<file path="src/rtl/control_sequencer.sv">
// control_sequencer: hardwired control unit for the CPU datapath.
// Steps through fetch (T0-T2) and execute (T3-T6) phases. Every datapath strobe is decoded from
// the current state and the instruction fields held in IR.
//
// Ports:
//   Clock      system clock; all state changes happen on its rising edge
//   Clear      synchronous active-high reset
//   IR         instruction word: opcode=IR[31:27], Ra=IR[26:23], Rb=IR[22:19], Rc=IR[18:15]
//   Stop       request a halt once the current instruction completes
//   Start      resume from HALT
//   PCout..LOin  single-bit datapath strobes
//   Rout, Rin  one-hot general-register bus drive / load selects
//   CONTROL    ALU operation code; nonzero only in T4
//   Run        high while executing (T0-T6)
//   Illegal    high during T3 of an undefined opcode
// Parameter MEM_WAIT (0-15) sets the number of extra T1 cycles spent waiting on a memory read.
module control_sequencer #(
   parameter int unsigned MEM_WAIT = 0
) (
   input  logic        Clock,
   input  logic        Clear,
   input  logic [31:0] IR,
   input  logic        Stop,
   input  logic        Start,
   output logic        PCout,
   output logic        IncPC,
   output logic        MARin,
   output logic        PCin,
   output logic        Read,
   output logic        MDRin,
   output logic        MDRout,
   output logic        IRin,
   output logic        Yin,
   output logic        Zlowin,
   output logic        Zhighin,
   output logic        Zlowout,
   output logic        Zhighout,
   output logic        HIin,
   output logic        LOin,
   output logic [15:0] Rout,
   output logic [15:0] Rin,
   output logic [3:0]  CONTROL,
   output logic        Run,
   output logic        Illegal
);

   localparam logic [3:0] WaitLoad = 4'(MEM_WAIT);

   typedef enum logic [3:0] {
      StReset, StT0, StT1, StT2, StT3, StT4, StT5, StT6, StHalt
   } state_e;

   state_e     state_q, state_d;
   logic [3:0] wait_q, wait_d;
   logic       stop_pending_q, stop_pending_d;

   logic [4:0] opcode;
   logic [3:0] ra, rb, rc;
   logic       is_alu, is_muldiv, is_nop, is_halt, is_illegal;
   state_e     done_state;
   logic       unused_ir;

   assign opcode     = IR[31:27];
   assign ra         = IR[26:23];
   assign rb         = IR[22:19];
   assign rc         = IR[18:15];
   assign unused_ir  = ^IR[14:0];

   assign is_alu     = (opcode <= 5'b01001);
   assign is_muldiv  = (opcode == 5'b01010) || (opcode == 5'b01011);
   assign is_nop     = (opcode == 5'b11000);
   assign is_halt    = (opcode == 5'b11001);
   assign is_illegal = !(is_alu || is_muldiv || is_nop || is_halt);

   // Where an instruction goes when it completes: a pending or live Stop diverts it to HALT.
   assign done_state = (stop_pending_q || Stop) ? StHalt : StT0;

   always_ff @(posedge Clock) begin
      if (Clear) begin
         state_q        <= StReset;
         wait_q         <= 4'd0;
         stop_pending_q <= 1'b0;
      end else begin
         state_q        <= state_d;
         wait_q         <= wait_d;
         stop_pending_q <= stop_pending_d;
      end
   end

   always_comb begin
      state_d        = state_q;
      wait_d         = wait_q;
      stop_pending_d = stop_pending_q;
      if (state_q != StHalt) begin
         stop_pending_d = stop_pending_q | Stop;
      end
      case (state_q)
         StReset: state_d = StT0;
         StT0: begin
            state_d = StT1;
            wait_d  = WaitLoad;
         end
         StT1: begin
            if (wait_q == 4'd0) state_d = StT2;
            else                wait_d  = wait_q - 4'd1;
         end
         StT2: state_d = StT3;
         StT3: begin
            if (is_alu || is_muldiv) state_d = StT4;
            else if (is_halt)        state_d = StHalt;
            else                     state_d = done_state;
         end
         StT4: state_d = StT5;
         StT5: state_d = is_muldiv ? StT6 : done_state;
         StT6: state_d = done_state;
         StHalt: begin
            if (Start) begin
               state_d        = StT0;
               stop_pending_d = 1'b0;
            end
         end
         default: state_d = StReset;
      endcase
   end

   always_comb begin
      PCout    = 1'b0;
      IncPC    = 1'b0;
      MARin    = 1'b0;
      PCin     = 1'b0;
      Read     = 1'b0;
      MDRin    = 1'b0;
      MDRout   = 1'b0;
      IRin     = 1'b0;
      Yin      = 1'b0;
      Zlowin   = 1'b0;
      Zhighin  = 1'b0;
      Zlowout  = 1'b0;
      Zhighout = 1'b0;
      HIin     = 1'b0;
      LOin     = 1'b0;
      Rout     = 16'd0;
      Rin      = 16'd0;
      CONTROL  = 4'd0;
      Illegal  = 1'b0;
      Run      = (state_q != StReset) && (state_q != StHalt);
      case (state_q)
         StT0: begin
            PCout  = 1'b1;
            MARin  = 1'b1;
            IncPC  = 1'b1;
            Zlowin = 1'b1;
         end
         StT1: begin
            Read = 1'b1;
            // The counter still holds its load value only in the first T1 cycle.
            if (wait_q == WaitLoad) begin
               Zlowout = 1'b1;
               PCin    = 1'b1;
            end
            MDRin = (wait_q == 4'd0);
         end
         StT2: begin
            MDRout = 1'b1;
            IRin   = 1'b1;
         end
         StT3: begin
            if (is_alu || is_muldiv) begin
               Rout = 16'd1 << rb;
               Yin  = 1'b1;
            end
            Illegal = is_illegal;
         end
         StT4: begin
            Rout    = 16'd1 << rc;
            CONTROL = opcode[3:0];
            Zlowin  = 1'b1;
            Zhighin = 1'b1;
         end
         StT5: begin
            Zlowout = 1'b1;
            if (is_muldiv) LOin = 1'b1;
            else           Rin  = 16'd1 << ra;
         end
         StT6: begin
            Zhighout = 1'b1;
            HIin     = 1'b1;
         end
         default: ;
      endcase
   end

endmodule

</file>
<file path="config.mk">
export PLATFORM = sky130hd
export DESIGN_NAME = control_sequencer
export DESIGN_NICKNAME = d
export VERILOG_FILES = /design/src/rtl/control_sequencer.sv
export SDC_FILE = /design/constraint.sdc
export NUM_CORES = 1
export LEC_CHECK = 0
export ABC_AREA = 1
export CELL_PAD_IN_SITES_DETAIL_PLACEMENT = 2
export CELL_PAD_IN_SITES_GLOBAL_PLACEMENT = 2
export CORE_MARGIN = 3
export CORE_UTILIZATION = 15
export DETAILED_ROUTE_END_ITERATION = 8
export MAX_ROUTING_LAYER = met4
export PLACE_DENSITY = 0.83
export SYNTH_ARGS = -nofsm -noshare
export SYNTH_HDL_FRONTEND = slang
export SYNTH_SLANG_ARGS = --single-unit
</file>
<file path="constraint.sdc">
create_clock -name Clock -period 2.42 [get_ports Clock]
set_input_delay 0.242 -clock Clock [delete_from_list [all_inputs] [get_ports Clock]]
set_output_delay 0.242 -clock Clock [all_outputs]
set_load 0.02 [all_outputs]
</file>
---- After elaboration in Yosys (flattened, before gate mapping) ----
Cells that the tools add are included.
storage, ports and cells
  output and inout port bits .............. 53
  bits in latches ......................... 0
  logic and storage cells ................. 71
  input bits .............................. 36
  memory bits (read-only) ................. 0
  bits in registers ....................... 9
  memories kept ........................... 0
  memory bits (writable) .................. 0
operators by class
  div/mod/pow operators ................... 0
  order comparisons ....................... 1
  $add $sub $neg .......................... 1
  eq/ne operators ......................... 16
  bitwise operators ....................... 1
  reductions and logical operators ........ 14
  shift operators ......................... 3
  multiplexer cells ....................... 32
  $mul .................................... 0
operators with widths
  operator                                                                           count
  16-bit two-way mux                                                                 3
  1-bit by 4-bit left shift with 16-bit output (first input constant)                3
  4-bit case mux with 9 select lines                                                 1
  4-bit two-way mux                                                                  8
  16-bit case mux with 2 select lines                                                1
  1-bit two-way mux                                                                  17
  4-bit by 3-bit == test with 1-bit output (second input constant)                   4
  5-bit by 4-bit == test with 1-bit output (second input constant)                   2
  5-bit == test (second input constant)                                              2
  4-bit by 2-bit == test with 1-bit output (second input constant)                   2
  4-bit zero test                                                                    2
  4-bit case mux with 2 select lines                                                 1
  2-bit inequality test (second input constant)                                      3
  5-bit by 4-bit less-or-equal comparator with 1-bit output (second input constant)  1
  1-bit logical OR                                                                   5
  4-bit by 1-bit == test with 1-bit output (second input constant)                   1
  4-bit == test (second input constant)                                              1
  4-bit inequality test (second input constant)                                      1
  2-bit AND reduction                                                                2
  4-bit nonzero test                                                                 1
  4-bit by 1-bit subtractor with 4-bit output (second input constant)                1
  1-bit case mux with 2 select lines                                                 1
  2-bit nonzero test                                                                 1
  2-bit OR reduction                                                                 1
  other kinds (3)                                                                    3

---- Longest topological paths before layout ----
  depth after elaboration ................. 7
  gate-level depth with buffers ........... 9

---- Least setup slack after synthesis ----
OpenSTA, ideal clock, no wires.
  kind .................................... reg2out
  start point ............................. reg state_q[3]
  end point ............................... out Rout[13]
  cell stages (with the launch flop) ...... 6
  path slack .............................. 0.764 ns
  required time ........................... 2.178 ns
  data arrival time ....................... 1.414 ns
  cell sequence ........................... dfxtp_1 inv_2 nand2_2 nor3_4 nand2_2 o22ai_1
between the ends
  cells in the longest elaborated chain, start to end .. 2
ends and longest elaborated chain
  element                                   RTL line  text
  from (decl)                               53        state_e state_q, state_d;
  from (signal assigned)                    80        state_q <= StReset;
  from (signal assigned)                    84        state_q <= state_d;
  4-bit by 3-bit == test with 1-bit output  147       case (state_q)
  16-bit case mux with 2 select lines *     147
  to (decl)                                 40        output logic [15:0] Rout,
Every way passes the cells marked *; elsewhere a longest branch is shown, timed or not.

---- Worst setup path in the final report ----
  start point ............................. reg state_q[2]
  end point ............................... out Rin[5]
between the ends
  cells in the longest elaborated chain, start to end .. 2
ends and longest elaborated chain
  element                                   RTL line  text
  4-bit by 3-bit == test with 1-bit output  147
  16-bit two-way mux                        147
  to (decl)                                 41        output logic [15:0] Rin,
No other way between the ends.

==> key figures <==
Run status
  – Status: completed

Power and ir drop
  – Pwr Density: 568.0 nW/um^2
  – Power after layout: 1.200 mW
  – Pleak: 1.348 nW
  – Peak VDD IR: 0.4280 mV

Yosys
  – Synth top area cells: nor2_1 (16%), dfxtp_1 (16%), nand2_1 (15%)
  – Post-synthesis sequential area ratio: 15.70%
  – Netlist cell types: 22
  – Gate count after technology mapping: 219
  – Most frequent cell after synthesis: nor2_1
  – Mapped Nets: 256
  – Asr flop ratio synth: 0%
  – Cell taking the most area after synthesis: nor2_1
  – Yosys synthesis warning count: 0
  – Mapped Area: 1147 um^2
  – Post-synth top cells: nor2_1 (50), nand2_1 (45), inv_1 (38)
  – Synth top area share: 16.36%
  – Avg Cell Area, Syn: 5.239 um^2
  – Post-synth EDFFs: 0
  – #FFs+latches synth: 9
  – Synth Flop Type: dfxtp_1

Worst setup path
  – Worst r2r src: wait_q[0]
  – Critical Path AT: 2.04 ns
  – R2r worst-path depth: 8
  – Crit Reg-Reg Endpoint: wait_q[3]
  – CP Max Fanout: 8
  – R2R setup slack: 1.08 ns
  – Worst Setup SP: state_q[2]
  – Req. time, crit path: 2.18 ns
  – Crit. End Element: output port
  – Type of origin of the critical path: register
  – Critical path class: register to output port

Timing
  – Setup TNS: 0 ns
  – Final setup vio count: 0
  – Final count of pins violating max slew: 0
  – Tcrit/Tclk final: 94.37%
  – Hold slack final: 0.5252 ns
  – Slew HR: 74.99%
  – RSZ-0062 raised after global routing: yes
  – Min Tclk post-route: 2.284 ns
  – Final Hold Vio Count: 0
  – Max Freq: 437.9 MHz
  – Worst Skew: 0.005204 ns
  – Actual slew at the worst max-slew pin: 0.3723 ns

Die
  – Initial Utilization: 15.65%
  – Die Ht: 93.46 um
  – Die extent in x: 93.46 um
  – Die area: 8735 um^2
  – FP Rows: 31
  – CORE AREA: 7331 um^2
  – Ports: 89

Final layout
  – Area Overhead vs Synth: 84.08%
  – Share of cells above drive strength 1: 8.814%
  – Post-Route Utilization: 28.81%
  – Nets@finish: 333
  – Post-route design area: 2112 um^2
  – # diodes: 0
  – Filler cell count: 890

Clocking
  – Clock sink count: 9
  – CTS tree: built
  – Hold buffers post-CTS: 0
  – Worst-path clk slew: 0.04 ns
  – # H-tree levels: 1
  – Clock latency on the worst-skew pair: 0.24 ns
  – Post-CTS Setup Inserts: 0
  – CTS Buf Count: 3
  – Clock root buffer master: clkbuf_8
  – Bufs on Longest Clock Path: 2

Routing
  – Iteration-0 DRC count of the detailed router: 40
  – Vias: 1646
  – Post-Route WL: 5.302 mm
  – Vias per std cell: 4.178
  – Antenna-violating nets left: 0
  – DRT Pass-1 Iters: 4
  – Residual DRC: 0
  – Routed WL per cell: 13.46 um

Hold path
  – WHS Path Cells: 2
  – Source of the worst hold timing path: wait_q[3]
  – Hold Crit Endpoint: wait_q[3]
  – Worst min-delay path class: register to register

Global route
  – Total grt overflow: 0
  – Vias in the first global route: 1798
  – Largest net degree at the start of global routing: 9
  – First-pass GRT wire length: 8.514 mm
  – GRT Total Usage: 12.34%
  – Initial antenna violation count: 0

Flow run
  – Maxcap violations: 0

Place
  – Port Buffer Count: 73
  – Placed cell areas: 1991 um^2
  – Placer Congestion: 0.7739
  – Hpwl dp: 4.607 mm
sequential cells by signal, summed over array words and instances, names as in the netlist:
register and flops:
state_q 4, stop_pending_q 1, wait_q 4
critical path: stages (launching register included):
cell	delay, ns
dfxtp_1	0.40
inv_1	0.11
nor2_4	0.12
nand2_2	0.09
or2_1	0.32
nor2_1	0.14
clkdlybuf4s50_1	0.62
how the worst max path moves through the flow:
stage                           to  slack, ns  depth (start not counted)
final                       Rin[5]       0.14                          6
after detailed placement    Rin[9]      -0.08                          9
after floorplan           Rout[13]       0.76                          5
after global placement     Rout[9]       0.05                          6
after CTS                 Rout[10]      0.002                          9
after global routing        Rin[1]     -0.003                          9
routing by layer:
metal | up-vias | GRT usage [%] | wire length, um
met1 | 764 | 14.88 | 2437
met4 | 0 | 3.785 | 80
met2 | 46 | 21.56 | 2632
met3 | 7 | 1.287 | 151
li1 | 829 | - | -
met5 | - | - | 0
cell families (layout without fill, tap and decap cells):
group	count (synthesis)	in the layout	share of synthesized area [%]
AO/OA/AOI/OAI	29	29	14.61
flip-flops	9	9	15.70
adder cells (fa/ha/maj)	1	1	1.090
buffers and inverters	48	124	17.99
AND/OR/NAND/NOR	132	132	50.60
cell type report:
| class | instances | area (um^2) | share of cell area, % |
|---|---|---|---|
| clock buffers | 4 | 45.04 | 2.133 |
| inverters | 42 | 157.7 | 7.464 |
| multi-input cells | 162 | 769.5 | 36.43 |
| flip-flops and latches | 9 | 180.2 | 8.531 |
| well taps | 99 | 123.9 | 5.865 |
| repair buffers | 78 | 835.8 | 39.57 |
where the power goes:
group | switching, mW | leakage (nW) | internal [mW]
combinational | 0.476 | 1.25 | 0.311
clock | 0.0620 | 0.0228 | 0.115
sequential | 0.0402 | 0.0740 | 0.196
cells in the final DEF, fill, tap and decap left out, drive strengths merged:
cell type,count
inv,42
buf,5
ha,1
a21oi,7
clkdlybuf4s50,46
o21bai,1
dlymetal6s2s,27
nor2,54
o21ai,14
nand2,50
nor3,11
or2,1
dfxtp,9
clkbuf,4
o22ai,6
nand3,16
a31oi,1
through the flow:
| step | setup slack [ns] | std cells |
|---|---|---|
| finish | 0.1363 | 394 |
| detailed placement | -0.07724 | 390 |
| global route | -0.003274 | 394 |
| floorplan | 0.7644 | 219 |
| CTS | 0.002043 | 394 |
| global placement | 0.05209 | 390 |
what timing repair did:
item,4_1_cts,5_1_grt
setup endpoints to repair,3,31
gates resized for setup,1,29
pin swaps,0,0
Note: power is estimated with default switching activity, not from simulation.
